### config.mk
export PLATFORM = sky130hd
export DESIGN_NAME = ospi_xfer_engine
export DESIGN_NICKNAME = d
export VERILOG_FILES = /design/src/rtl/ospi_xfer_engine.sv
export SDC_FILE = /design/constraint.sdc
export NUM_CORES = 1
export LEC_CHECK = 0
export CAP_MARGIN = 5
export CELL_PAD_IN_SITES_DETAIL_PLACEMENT = 0
export CELL_PAD_IN_SITES_GLOBAL_PLACEMENT = 1
export CORE_ASPECT_RATIO = 0.75
export CORE_UTILIZATION = 30
export DETAILED_ROUTE_END_ITERATION = 16
export PLACE_DENSITY = 0.77
export RECOVER_POWER = 100
export SLEW_MARGIN = 15
export SYNTH_ARGS = -nofsm -noshare
export SYNTH_HDL_FRONTEND = slang
export SYNTH_SLANG_ARGS = --single-unit
### constraint.sdc
create_clock -name clk -period 2.6 [get_ports clk]
set_input_delay 0.26 -clock clk [delete_from_list [all_inputs] [get_ports clk]]
set_output_delay 0.26 -clock clk [all_outputs]
set_load 0.01 [all_outputs]
### src/rtl/ospi_xfer_engine.sv
// Octal SPI (SDR, 8-bit I/O) single-word transaction sequencer.
// Turns one request-bus load/store into CMD/ADDR/(DUMMY/RDATA | WDATA) pin activity.
module ospi_xfer_engine #(
    parameter logic [7:0] CMD_READ       = 8'h0B,
    parameter logic [7:0] CMD_WRITE      = 8'h02,
    parameter int         DUMMY_CYCLES   = 8,
    parameter int         CS_IDLE_CYCLES = 2
) (
    input  logic        clk,
    input  logic        rst,
    input  logic        req_valid,
    input  logic        req_is_load,
    input  logic [31:0] req_addr,
    input  logic [31:0] req_wdata,
    input  logic [4:0]  req_rd,
    output logic        req_ready,
    output logic        resp_valid,
    output logic [4:0]  resp_rd,
    output logic [31:0] resp_data,
    output logic        ospi_cs_n,
    output logic        ospi_sck,
    output logic [7:0]  ospi_io_o,
    input  logic [7:0]  ospi_io_i,
    output logic        ospi_oe
);

    localparam int CW = $clog2(CS_IDLE_CYCLES + 1);
    localparam logic [CW-1:0] CLAST = CW'(CS_IDLE_CYCLES - 1);
    localparam logic [3:0] DLAST = 4'(DUMMY_CYCLES - 1);

    typedef enum logic [2:0] {
        IDLE, CMD, ADDR, DUMMY, RDATA, WDATA, RESP, CSHI
    } state_t;

    state_t state, state_n;
    logic          phase, phase_n;
    logic [2:0]    slot, slot_n;
    logic [3:0]    dcnt, dcnt_n;
    logic [CW-1:0] ccnt, ccnt_n;
    logic [31:0]   addr_r, wdata_r;
    logic [4:0]    rd_r;
    logic          is_load;
    logic [23:0]   rbuf;
    logic          sel_n, drive_n;
    logic [7:0]    io_n;

    assign req_ready = (state == IDLE) && !rst;

    always_comb begin
        state_n = state;
        phase_n = phase;
        slot_n  = slot;
        dcnt_n  = dcnt;
        ccnt_n  = ccnt;
        unique case (state)
            IDLE: begin
                if (req_valid) begin
                    state_n = CMD;
                    phase_n = 1'b0;
                    slot_n  = 3'd0;
                end
            end
            CMD: begin
                phase_n = ~phase;
                if (phase) begin
                    state_n = ADDR;
                    slot_n  = 3'd0;
                end
            end
            ADDR: begin
                phase_n = ~phase;
                if (phase) begin
                    slot_n = slot + 3'd1;
                    if (slot == 3'd3) begin
                        slot_n = 3'd0;
                        dcnt_n = 4'd0;
                        if (!is_load)
                            state_n = WDATA;
                        else if (DUMMY_CYCLES == 0)
                            state_n = RDATA;
                        else
                            state_n = DUMMY;
                    end
                end
            end
            DUMMY: begin
                phase_n = ~phase;
                if (phase) begin
                    dcnt_n = dcnt + 4'd1;
                    if (dcnt == DLAST) begin
                        state_n = RDATA;
                        slot_n  = 3'd0;
                    end
                end
            end
            RDATA: begin
                phase_n = ~phase;
                if (phase) begin
                    slot_n = slot + 3'd1;
                    if (slot == 3'd3)
                        state_n = RESP;
                end
            end
            WDATA: begin
                phase_n = ~phase;
                if (phase) begin
                    slot_n = slot + 3'd1;
                    if (slot == 3'd3) begin
                        state_n = CSHI;
                        ccnt_n  = '0;
                    end
                end
            end
            // RESP already counts as the first chip-select-high clock
            RESP: begin
                if (CS_IDLE_CYCLES == 1) begin
                    state_n = IDLE;
                end else begin
                    state_n = CSHI;
                    ccnt_n  = CW'(1);
                end
            end
            CSHI: begin
                ccnt_n = ccnt + CW'(1);
                if (ccnt == CLAST)
                    state_n = IDLE;
            end
            default: state_n = IDLE;
        endcase
    end

    always_comb begin
        sel_n   = (state_n == CMD) || (state_n == ADDR) || (state_n == DUMMY)
               || (state_n == RDATA) || (state_n == WDATA);
        drive_n = (state_n == CMD) || (state_n == ADDR) || (state_n == WDATA);
        io_n    = ospi_io_o;
        if (sel_n && !phase_n) begin
            unique case (state_n)
                CMD:     io_n = req_is_load ? CMD_READ : CMD_WRITE;
                ADDR:    io_n = addr_r[{~slot_n[1:0], 3'b000} +: 8];
                WDATA:   io_n = wdata_r[{slot_n[1:0], 3'b000} +: 8];
                default: io_n = ospi_io_o;
            endcase
        end
    end

    always_ff @(posedge clk) begin
        if (rst) begin
            state      <= IDLE;
            phase      <= 1'b0;
            slot       <= 3'd0;
            dcnt       <= 4'd0;
            ccnt       <= '0;
            ospi_cs_n  <= 1'b1;
            ospi_sck   <= 1'b0;
            ospi_oe    <= 1'b0;
            ospi_io_o  <= 8'h00;
            resp_valid <= 1'b0;
            resp_rd    <= 5'd0;
            resp_data  <= 32'd0;
            addr_r     <= 32'd0;
            wdata_r    <= 32'd0;
            rd_r       <= 5'd0;
            is_load    <= 1'b0;
            rbuf       <= 24'd0;
        end else begin
            state      <= state_n;
            phase      <= phase_n;
            slot       <= slot_n;
            dcnt       <= dcnt_n;
            ccnt       <= ccnt_n;
            ospi_cs_n  <= !sel_n;
            ospi_sck   <= sel_n && phase_n;
            ospi_oe    <= drive_n;
            ospi_io_o  <= io_n;
            resp_valid <= 1'b0;
            if (state == IDLE && req_valid) begin
                addr_r  <= req_addr;
                wdata_r <= req_wdata;
                rd_r    <= req_rd;
                is_load <= req_is_load;
            end
            // flash drives while sck is high; capture on the edge that ends it
            if (state == RDATA && phase) begin
                rbuf <= {ospi_io_i, rbuf[23:8]};
                if (slot == 3'd3) begin
                    resp_valid <= 1'b1;
                    resp_rd    <= rd_r;
                    resp_data  <= {ospi_io_i, rbuf};
                end
            end
        end
    end

endmodule
# After elaboration in Yosys (flattened, before gate mapping)
# Cells that the tools add are included.
dict set report op_classes {
  n_addsub 3
  n_eq_ne 24
  shifts 2
  muxes 33
  n_bitwise 3
  n_reduce_logical 26
}
# op count
set op_table {}
lappend op_table {{32-bit by 6-bit indexed part select with 8-bit output} 2}
lappend op_table {{3-bit 2-to-1 mux} 19}
lappend op_table {{3-bit case mux with 8 select lines} 1}
lappend op_table {{8-bit case mux with 3 select lines} 1}
lappend op_table {{3-bit equality test, second input constant} 6}
lappend op_table {{4-bit 2-to-1 mux} 4}
lappend op_table {{2-bit != test, second input constant} 8}
lappend op_table {{3-bit by 2-bit equality test with 1-bit output, second input constant} 5}
lappend op_table {{3-bit case mux with 5 select lines} 1}
lappend op_table {{4-bit case mux with 2 select lines} 1}
lappend op_table {{7-bit AND reduction} 1}
lappend op_table {{3-bit by 1-bit equality test with 1-bit output, second input constant} 2}
lappend op_table {{2-bit case mux with 3 select lines} 1}
lappend op_table {{3-bit nonzero test} 2}
lappend op_table {{1-bit logical AND} 5}
lappend op_table {{1-bit logical OR} 5}
lappend op_table {{5-bit nonzero test} 1}
lappend op_table {{5-bit OR reduction} 1}
lappend op_table {{4-bit by 1-bit adder with 4-bit output, second input constant} 1}
lappend op_table {{4-bit by 3-bit equality test with 1-bit output, second input constant} 1}
lappend op_table {{2-bit 2-to-1 mux} 2}
lappend op_table {{2-bit AND reduction} 2}
lappend op_table {{4-bit AND reduction} 1}
lappend op_table {{2-bit OR reduction} 2}
lappend op_table {{12 further kinds} 16}
dict set report totals {
  reg_bits 156
  inputBits 81
  output_inout_bits 50
  elab_cells 109
}

# Longest topological paths before layout
# Gate-level depths: netlist (run 1).
dict set report logic_depth {
  depth_word 11
  mapped_depth 11
}

# Worst setup path before layout (run 1)
# Ideal clock, no wire load.
dict set report synth_timing {
  path_kind {reg-to-reg}
  startpoint {register slot[0]}
  endpoint {register ospi_io_o[4]}
  arrival_time_ps 2316
  t_required_ps 2467
  slack_ps 151
  stages_incl_launch_ff 10
  n_path_buf 1
  period_less_slack_ps 2449
  path_cell_list {dfxtp_1 -> ha_1 -> ha_1 -> or3_1 -> o221ai_1 -> o21bai_1 -> buf_6 -> mux2_2 -> o211ai_1 -> a311oi_1}
}
dict set report synth_between {
  elab_chain_cells 11
  elab_cells_between_ends 33
}
# item line
set synth_lines {}
lappend synth_lines {{start, declared} 37} ;# logic [2:0] slot, slot_n;
lappend synth_lines {{start signal, assigned} 169} ;# slot <= slot_n;
lappend synth_lines {{branches (longest 11 deep; another with 3-bit by 1-bit adder with 3-bit output)} -}
lappend synth_lines {{end signal, assigned} 175} ;# ospi_io_o <= io_n;
lappend synth_lines {{end, declared} 22} ;# output logic [7:0] ospi_io_o,
# Parallel ways; which one is timed is not known. The select of a mux whose other input is x is not followed.
# A chain may end at the register's enable or synchronous reset.

# Worst setup path after layout (run 1)
dict set report layout_timing {
  startpoint {register dcnt[1]}
  endpoint {register ospi_io_o[0]}
}
dict set report layout_between {
  elab_chain_cells 11
  elab_cells_between_ends 23
}
# item line
set layout_lines {}
lappend layout_lines {{start, declared} 38} ;# logic [3:0] dcnt, dcnt_n;
lappend layout_lines {{start signal, assigned} 170} ;# dcnt <= dcnt_n;
lappend layout_lines {{4-bit by 3-bit equality test with 1-bit output *} 90} ;# if (dcnt == DLAST) begin
lappend layout_lines {{branches (longest 10 deep; another with 32-bit by 6-bit indexed part select with 8-bit output)} -}
# Mark *: on every way between the ends. The select of a mux whose other input is x is not followed.

==> results of run 1 <==
[cells in the final DEF (no fill, tap or decap), types with 3 or more instances in the layout]
cell type	n
a311oi_1	8
and3_1	3
clkinv_2	3
buf_12	5
clkdlybuf4s50_1	80
clkinv_4	3
nand2_1	278
ha_1	4
dlygate4sd3_1	49
buf_4	27
a21oi_1	148
clkbuf_16	17
dfxtp_1	152
mux2_2	10
nor3_1	8
bufinv_16	4
nor2_1	30
inv_1	8
or3_1	3
nand2b_1	3
o211ai_1	5
o21ai_0	7
and2_1	5
dfxtp_2	4
mux2i_1	21
nand3_1	6
[cell type report]
type	instances	area, um2	area share, %
inverters	10	40.0	0.453
multi-input cells	588	3090	34.9
flip-flops and latches	156	3130	35.4
well taps	288	360	4.08
clock buffers	20	447	5.05
repair buffers	162	1610	18.2
clock inverters	11	169	1.91
[worst max-delay path, cell delays in order (launching register included)]
cell and delay [ns]:
dfxtp_1 0.35, ha_2 0.19, nand3b_1 0.18, mux2_4 0.32, a211o_1 0.30, or3_4 0.39
a21boi_4 0.17, buf_12 0.15, o31a_1 0.17, a311oi_1 0.09
[synthesized netlist by cell type, types with 3 or more instances]
cell	instances
nor2_1	30
nand3_1	6
buf_4	3
buf_6	4
buf_2	5
nand2b_1	3
mux2_2	11
nor3_1	9
nor3b_1	3
inv_1	8
o211ai_1	5
or3_1	3
mux2i_1	23
ha_1	7
dfxtp_1	156
and2_1	5
and3_1	3
o21ai_0	8
clkbuf_1	47
a311oi_1	8
nand2_1	278
a21oi_1	149
[worst paths after layout]
check | from | endpoint | slack [ns]
worst max-delay path | dcnt[1] | ospi_io_o[0] | 0.12
worst min register to register | rbuf[3] | resp_data[3] | 0.45
worst max register to register | dcnt[1] | ospi_io_o[0] | 0.12
worst min-delay path | req_addr[12] | addr_r[12] | 0.39
[what timing repair did]
item | in CTS | in global routing
setup endpoints to repair | 4 | 8
gates cloned | 0 | 1
pin swaps | 2 | 6
setup buffers | 0 | 4
resized for setup | 2 | 16
[state kept, by name, indices dropped and copies added (netlist names), 4 cells and up]
signal	cells
wdata_r	32
addr_r	32
resp_data	32
rbuf	24
rd_r	5
dcnt	4
resp_rd	5
ospi_io_o	8
[through the flow]
step / util, % / power [mW] / instance area [um2] / hold WS (ns)
global placement: 38.5 / 5.03 / 8110 / 0.441
detailed placement: 38.5 / 5.04 / 8110 / 0.446
global route: 42.0 / 8.04 / 8840 / 0.389
floorplan: - / 4.25 / 6440 / 0.396
CTS: 41.4 / 7.67 / 8730 / 0.370
finish: 42.0 / 7.64 / 8840 / 0.388
[cell families after synthesis]
family / Yosys count / synth area share (%)
buffers and inverters: 69 / 4.80
muxes: 34 / 5.50
DFF: 156 / 48.5
AOI/OAI and AO/OA: 191 / 17.0
and+or+nand+nor: 354 / 22.7
xor gates and xnor gates: 1 / 0.136
adders and majority gates: 7 / 1.36
[where the power goes]
part           internal, mW  switching [mW]
registers              2.67           0.200
clock network          1.63           0.976
logic                 0.940            1.22
[routing by layer]
metal | global-route usage, % | vias up
li1 | - | 2968
met1 | 25.0 | 2748
met2 | 23.7 | 111
met3 | 3.81 | 13
met4 | 4.57 | 2
met5 | 0 | -
==> results.json, run 1 <==
{
  "top_layer_used": "met5",
  "max_freq_mhz": 403,
  "wl_per_cell_um": 14.8,
  "fin_crit_ns": 2.48,
  "hold-path-cell-count": 3,
  "reg2reg_depth": 9,
  "drtPass1Iterations": 5,
  "die_w_um": 171,
  "vdd_drop_max_uv": 362,
  "cap_violations": 0,
  "cts_tree": "yes",
  "row_count": 46,
  "fillCellCount": 2178,
  "startpoint_type": "flip-flop",
  "syn_area_um2": 6440,
  "cts.clk_slew.worst_paths_ns": 0.06,
  "ant_nets": 0,
  "worstPathMaxFanout": 15,
  "core_um2": 21100,
  "ys.flop_type": "dfxtp_1",
  "ys_types": 54,
  "syn_area_per_cell_um2": 7.93,
  "synth_cells": 812,
  "first_iter_violations": 341,
  "min_path_type": "primary input to flip-flop",
  "synth-async-reset-ratio_pct": 0,
  "io_pins": 131,
  "die_h_um": 129,
  "synth_edf_count": 0,
  "drt_wl_total_um": 18300,
  "cp.arrival_ns": 2.74,
  "drc": 0,
  "cts_sinks": 156,
  "start_util_pct": 30.6,
  "cts_buffers": 17,
  "worstMarginPinSlew_ns": 0.764,
  "drive_gt1_share_pct": 10.8,
  "timing.final.setup_violations": 0,
  "setup_ws_ns": 0.116,
  "crit_path_end_kind": "flip-flop",
  "synth_top_area_share_pct": 48.5,
  "finalHoldViolCount": 0,
  "n_antenna_cell": 0,
  "slew_violations": 0,
  "ys_seq_area_share_pct": 48.5,
  "insertion_delay_ns": 0.42,
  "cts_buffer_depth": 2,
  "synth_top_cell_by_area": "dfxtp_1",
  "synthToLayoutAreaGrowth_pct": 37.2,
  "grt_max_degree": 156,
  "place.gp.congestion": 0.848,
  "met3_length_um": 897,
  "grt_pass1_vias": 5402,
  "synthTopCellsByArea": "dfxtp_1 (48%), nand2_1 (16%), a21oi_1 (12%)",
  "antenna_found_initial": 1,
  "gr-usage-all-layers_pct": 16.7,
  "cp.required_ns": 2.86,
  "grt_pass1_wl_um": 28600,
  "viasPerCell": 4.73,
  "fin_worst_skew_ns": 0.00965,
  "place_hpwl_um": 12300,
  "leakagePower_nw": 3.21,
  "grt_overflow": 0,
  "worstSetupPathType": "flip-flop to flip-flop",
  "yosys_warnings": 0,
  "met1Wirelength_um": 9490,
  "cts_max_level": 4,
  "slew_headroom_pct": 49.0,
  "fin_setup_tns_ns": 0,
  "fin_nets": 1023,
  "synth_seq_cells": 156,
  "post-place-ws_ns": -0.0603,
  "num_vias": 5842,
  "root_buffer": "clkbuf_16",
  "syn-num-nets": 900,
  "status": "completed",
  "place.port_buffers": 130,
  "met2_wirelength_um": 7760,
  "powerDensity_nw_per_um2": 865,
  "dp.cells": 1199,
  "min_period_over_period_pct": 95.5,
  "ctsHoldBuffers": 0,
  "dieArea_um2": 22100,
  "finalNonFillerCells": 1235
}
(Power assumes the default switching activity.)
==> run 2: changes to the inputs <==
--- a/config.mk
+++ b/config.mk
@@ -13,7 +13,7 @@
 export DETAILED_ROUTE_END_ITERATION = 16
 export PLACE_DENSITY = 0.77
 export RECOVER_POWER = 100
-export SLEW_MARGIN = 15
+export SLEW_MARGIN = 20
 export SYNTH_ARGS = -nofsm -noshare
 export SYNTH_HDL_FRONTEND = slang
 export SYNTH_SLANG_ARGS = --single-unit
==> results of run 2 <==
The final DEF is identical to that of run 1; final timing and power are the same.
==> run 3: changes to the inputs <==
--- a/config.mk
+++ b/config.mk
@@ -8,7 +8,6 @@
 export CAP_MARGIN = 5
 export CELL_PAD_IN_SITES_DETAIL_PLACEMENT = 0
 export CELL_PAD_IN_SITES_GLOBAL_PLACEMENT = 1
-export CORE_ASPECT_RATIO = 0.75
 export CORE_UTILIZATION = 30
 export DETAILED_ROUTE_END_ITERATION = 16
 export PLACE_DENSITY = 0.77
==> run 3 against run 2 <==
Compared with the run above:
- first-iteration DRC count increased by 15%
- via count shrank 0.48%
- clock skew down 0.00067 ns
- critical path type unchanged
- critical endpoint unchanged
- highest routed layer unchanged
==> results.json, run 3 (synthesized netlist as in run 1, its figures left out) <==
{
  "slew_headroom_pct": 47.5,
  "start_util_pct": 30.6,
  "io_pins": 131,
  "p_total_mw": 7.93,
  "worstSetupPathType": "flip-flop to flip-flop",
  "cts_buffer_depth": 2,
  "reg2reg_from": "slot[0]",
  "core_um2": 21000,
  "dieArea_um2": 22100,
  "worstHoldEndpoint": "wdata_r[23]",
  "ctsHoldBuffers": 0,
  "cts_tree": "yes",
  "p_switching_mw": 2.56,
  "fin_crit_ns": 2.50,
  "cp.arrival_ns": 2.77,
  "fin_nets": 1034,
  "wl_per_cell_um": 13.9,
  "ant_nets": 0,
  "final_cell_mix": "nand2_1 (278), dfxtp_1 (150), a21oi_1 (148)",
  "reg2reg_depth": 10,
  "max_freq_mhz": 400,
  "worstPathMaxFanout": 13,
  "fin_area_um2": 8980,
  "slew_violations": 0,
  "first_iter_violations": 392,
  "num_vias": 5814,
  "fin_setup_tns_ns": 0,
  "pwr-share-clk_pct": 35.4,
  "finalNonFillerCells": 1234,
  "die_h_um": 149,
  "place.gp.congestion": 0.833,
  "n_antenna_cell": 0,
  "cts.clk_slew.worst_paths_ns": 0.07,
  "drt_wl_total_um": 17200,
  "cp.required_ns": 2.87,
  "crit_path_end_kind": "flip-flop",
  "fin_worst_skew_ns": 0.00897,
  "row_count": 53,
  "layout_commonest_cell": "nand2_1",
  "drc": 0,
  "place_hpwl_um": 11500,
  "drtPass1Iterations": 6,
  "hold-path-cell-count": 3,
  "min_period_over_period_pct": 96.1,
  "leakagePower_nw": 3.28,
  "cts_buffers": 17,
  "grt_max_degree": 156,
  "post-route-util_pct": 42.7,
  "vdd_drop_max_uv": 392,
  "place_area_um2": 8130,
  "die_w_um": 149,
  "grt_pass1_wl_um": 28500,
  "fillCellCount": 2140,
  "pwr-share-seq_pct": 36.2,
  "synthToLayoutAreaGrowth_pct": 39.4,
  "grt_pass1_vias": 5557,
  "place.port_buffers": 130,
  "gr-usage-all-layers_pct": 16.3,
  "viasPerCell": 4.71,
  "drive_gt1_share_pct": 11.8,
  "p_int_mw": 5.37,
  "cts_max_level": 4,
  "setup_ws_ns": 0.102,
  "whs_ns": 0.380,
  "cts_sinks": 156,
  "dp.cells": 1192,
  "grt_overflow": 0,
  "swShare_pct": 32.3,
  "multi_input_area_um2": 3100,
  "finalHoldViolCount": 0,
  "powerDensity_nw_per_um2": 883,
  "timing.final.setup_violations": 0,
  "min_path_type": "primary input to flip-flop",
  "r2r-end": "ospi_io_o[0]",
  "root_buffer": "clkbuf_16",
  "pwr-share-comb_pct": 28.4,
  "post-place-ws_ns": -0.177,
  "final-seq-area_um2": 3130,
  "startpoint_type": "flip-flop",
  "worstMarginPinSlew_ns": 0.787,
  "cap_violations": 0,
  "top_regs": "addr_r x32, resp_data x32, wdata_r x32",
  "status": "completed",
  "insertion_delay_ns": 0.42,
  "ff2ff_setup_slack_ns": 0.10,
  "hold_path.startpoint": "req_wdata[23]",
  "antenna_found_initial": 1
}
run 3: worst max path at each step:
stage	from	to	slack [ns]
3_3_place_gp	req_valid	ospi_io_o[6]	-0.08
6_report	slot[0]	ospi_io_o[0]	0.10
4_1_cts	slot[0]	ospi_io_o[0]	0.006
2_1_floorplan	slot[0]	ospi_io_o[4]	0.15
5_1_grt	state[2]	ospi_io_o[2]	-0.03
3_5_place_dp	req_valid	ospi_io_o[1]	-0.18
run 3: area by class of cell:
class / instances / share of cell area [%]
clock inverter: 15 / 2.77
multi-input combinational: 589 / 34.6
inverter: 10 / 0.446
tap: 275 / 3.83
sequential: 156 / 34.9
clock buffer: 17 / 4.74
timing repair buffer: 172 / 18.7
run 3: layer usage:
| metal | share of wire, % | vias to the layer above | GRT usage (%) |
|---|---|---|---|
| met2 | 45 | 136 | 25.3 |
| met5 | 0.076 | - | 0 |
| li1 | - | 2987 | - |
| met4 | 1.9 | 2 | 5.82 |
| met1 | 48 | 2659 | 22.0 |
| met3 | 4.5 | 30 | 3.59 |
run 3: worst max-delay path, stage by stage (launching register included):
cell,delay (ns)
dfxtp_2,0.37
ha_4,0.15
ha_1,0.15
nand2b_1,0.07
mux2_4,0.28
a211o_1,0.32
or3_4,0.43
a21boi_4,0.19
buf_12,0.14
o31a_1,0.15
a311oi_1,0.08
run 3: power by group through the flow:
stage | sequential [mW] | clock [mW] | combinational, mW
after detailed placement | 2.92 | 0 | 2.10
after global placement | 2.92 | 0 | 2.07
after global routing | 2.91 | 2.99 | 2.47
after floorplan | 2.85 | 0 | 1.39
final | 2.87 | 2.81 | 2.25
after CTS | 2.86 | 2.86 | 2.26
run 3: repair_timing:
action | in CTS | in global routing
resized for setup | 2 | 17
hold endpoints to repair | 0 | 0
pin swaps | 3 | 3
cloned | 2 | 0
buffers inserted | 6 | 2
endpoints found under the setup margin | 7 | 8
==> variant: new RTL, config.mk and constraints of run 3 <==
Reset style: asynchronous (`rst`), changed in one clocked block.
--- a/src/rtl/ospi_xfer_engine.sv
+++ b/src/rtl/ospi_xfer_engine.sv
@@ -146,3 +146,3 @@
 
-    always_ff @(posedge clk) begin
+    always_ff @(posedge clk or posedge rst) begin
         if (rst) begin
Formal check against the unedited RTL: differs if rst is asserted again (counterexample within 4 cycles, from zero or initial values and one cycle with rst high); with rst held inactive, the same outputs for 10 cycles.
==> variant against run 3 <==
Clock skew increased by 0.0018 ns; setup slack got worse by 0.0017 ns; sequential cell count unchanged; synthesized area increased by 7.1%; worst hold slack got worse by 0.024 ns; first-iteration DRC count decreased by 38%; largest cell class unchanged; final cell count decreased by 12%; routed wire length decreased by 4.1%; utilization decreased by 1.4 points; die area increased by 7.0%; design area increased by 3.9%.
Power is not compared: it rests on default switching activity, and its combinational part moved more than twofold at a synthesized area within 25%.
==> variant: results (changes against run 3) <==
Worst setup path
  • Worst Path Max Fanout: 9 (-4)
  • Worst path arrival time: 2.82 ns (+0.05 ns)
  • Worst r2r src: slot[0]$_DFF_PP0_
  • Cell count of the worst reg-to-reg path: 11 (+1)

Logic synthesis
  • Post-synthesis sequential area ratio: 56.63% (+8.1 points)
  • Commonest cells post-synth: nand2_1, dfrtp_1, mux2_2
  • Async S/R FF share, synth: 100.0% (+100 points)
  • Net Count, Synth: 724 (-20%)
  • Post-synth top flop: dfrtp_1
  • Distinct cells, synth: 55 (+1.9%)
  • Top cells by area, synth: dfrtp_1, mux2_2, nand2_1

Drt
  • DRT iter0 DRCs: 244 (-38%)
  • Vias post-DR: 5001 (-14%)
  • TritonRoute pass-1 iters: 4 (-2)
  • WL final: 16500 um (-4.1%)

Final layout
  • Area of the multi-input gates: 2788 um^2 (-10%)
  • Multi-input gate count: 428 (-27%)
  • Post-layout nets: 871 (-16%)
  • Non-clk buf share: 17.23% (-1.5 points)
  • Layout cells sized above 1: 19.97% (+8.2 points)
  • Fraction of area in registers: 41.91% (+7.0 points)
  • Top Registers: addr_r x32, resp_data x32, wdata_r x32
  • Filler cell count: 2207 (+3.1%)
  • Non-Clock Inverter Count: 12 (+2)
  • Layout clock area frac: 6.630% (-0.88 points)
  • Inserted Diodes: 0 (unchanged)
  • Non-CTS buffers: 168 (-2.3%)
  • Post-Layout Cell Count: 1081 (-12%)

Global routing
  • Met3 Use GR: 3.326% (-0.26 points)
  • GRT met1 Usage: 19.61% (-2.4 points)
  • Initial antenna violation count: 0 (-1)
  • Largest net degree at the start of global routing: 72 (-54%)
  • Met2 Track Usage GR: 23.05% (-2.2 points)
  • Total track usage: 14.50% (-1.8 points)

STA
  • WHS: 0.3566 ns (-0.02352 ns)
  • Worst Clk Skew: 0.01078 ns (+0.001804 ns)

Clocking
  • Clock Path Buffers: 2 (unchanged)

Worst hold path
  • Hold endpoint: wdata_r[10]$_DFFE_PP0P_
  • Hold path start: req_wdata[10]

Run status
  • Status: finished clean

Place
  • Placed Cells incl. Taps: 1045 (-12%)
  • Gpl congestion: 0.8119 (-2.5%)
  • Post-DP HPWL: 11650 um (+1.2%)
-- variant: cell count changes after synthesis, sizes merged, moves of 21 or more --
cell | run 3 | this run
nand2 | 278 | 219
nor2 | 31 | 10
a21oi | 149 | 5
dfrtp | 0 | 155
mux2 | 11 | 79
clkbuf | 47 | 18
dfxtp | 156 | 0
-- variant: logic make-up after synthesis --
group           count (synthesis)  share of synthesized area (%)
flops                         156                          56.63
xor+xnor                        1                         0.1270
fa+ha+maj                       7                          1.270
buf+inv                        52                          3.484
mux                           104                          16.58
simple gates                  253                          14.83
compound gates                 63                          7.077
-- variant: worst max path at each step --
stage                            from                        to  slack, ns  cells after the start
detailed placement          req_valid  ospi_io_o[5]$_DFFE_PP0P_      -0.07                     10
global route        slot[0]$_DFF_PP0_  ospi_io_o[7]$_DFFE_PP0P_      -0.05                     11
CTS                 slot[0]$_DFF_PP0_  ospi_io_o[3]$_DFFE_PP0P_     0.0005                      8
global placement            req_valid  ospi_io_o[0]$_DFFE_PP0P_      -0.02                      8
floorplan             phase$_DFF_PP0_  ospi_io_o[1]$_DFFE_PP0P_       0.01                     11
finish              slot[0]$_DFF_PP0_  ospi_io_o[1]$_DFFE_PP0P_       0.10                     11
-- variant: timing repair --
item,in CTS,in global routing
endpoints found under the setup margin,0,8
buffers inserted,0,3
gates resized for setup,0,10
-- variant: per-stage QoR --
stage | setup slack [ns] | utilization (%) | power [mW] | cell area (um^2)
2_1_floorplan | 0.01305 | - | 6.900 | 6899
3_3_place_gp | -0.01557 | 38.50 | 8.508 | 8691
3_5_place_dp | -0.07109 | 38.50 | 8.590 | 8691
4_1_cts | 0.0004605 | 41.24 | 11.19 | 9309
5_1_grt | -0.04617 | 41.30 | 11.94 | 9323
6_report | 0.1007 | 41.30 | 11.15 | 9323
-- variant: routing by layer --
layer	part of all wire, %	up-vias
li1	-	2448
met1	48	2432
met4	1.1	0
met5	0	-
met2	48	105
met3	3.3	16
-- variant: power groups by stage --
stage | combinational (mW) | sequential (mW) | clock, mW
2_1_floorplan | 2.99 | 3.91 | 0
5_1_grt | 5.04 | 4.19 | 2.72
3_3_place_gp | 4.37 | 4.13 | 0
3_5_place_dp | 4.48 | 4.11 | 0
4_1_cts | 4.50 | 4.07 | 2.62
6_report | 4.56 | 4.05 | 2.54
-- variant: worst max-delay path, stage by stage, from the launching register on --
cell and delay [ns]:
dfrtp_1 0.39, ha_2 0.19, ha_2 0.18, buf_4 0.15
a21oi_1 0.15, a311o_1 0.18, o311ai_2 0.15, or3_1 0.40
buf_4 0.19, o221ai_1 0.19, o211ai_1 0.11, o21a_1 0.11
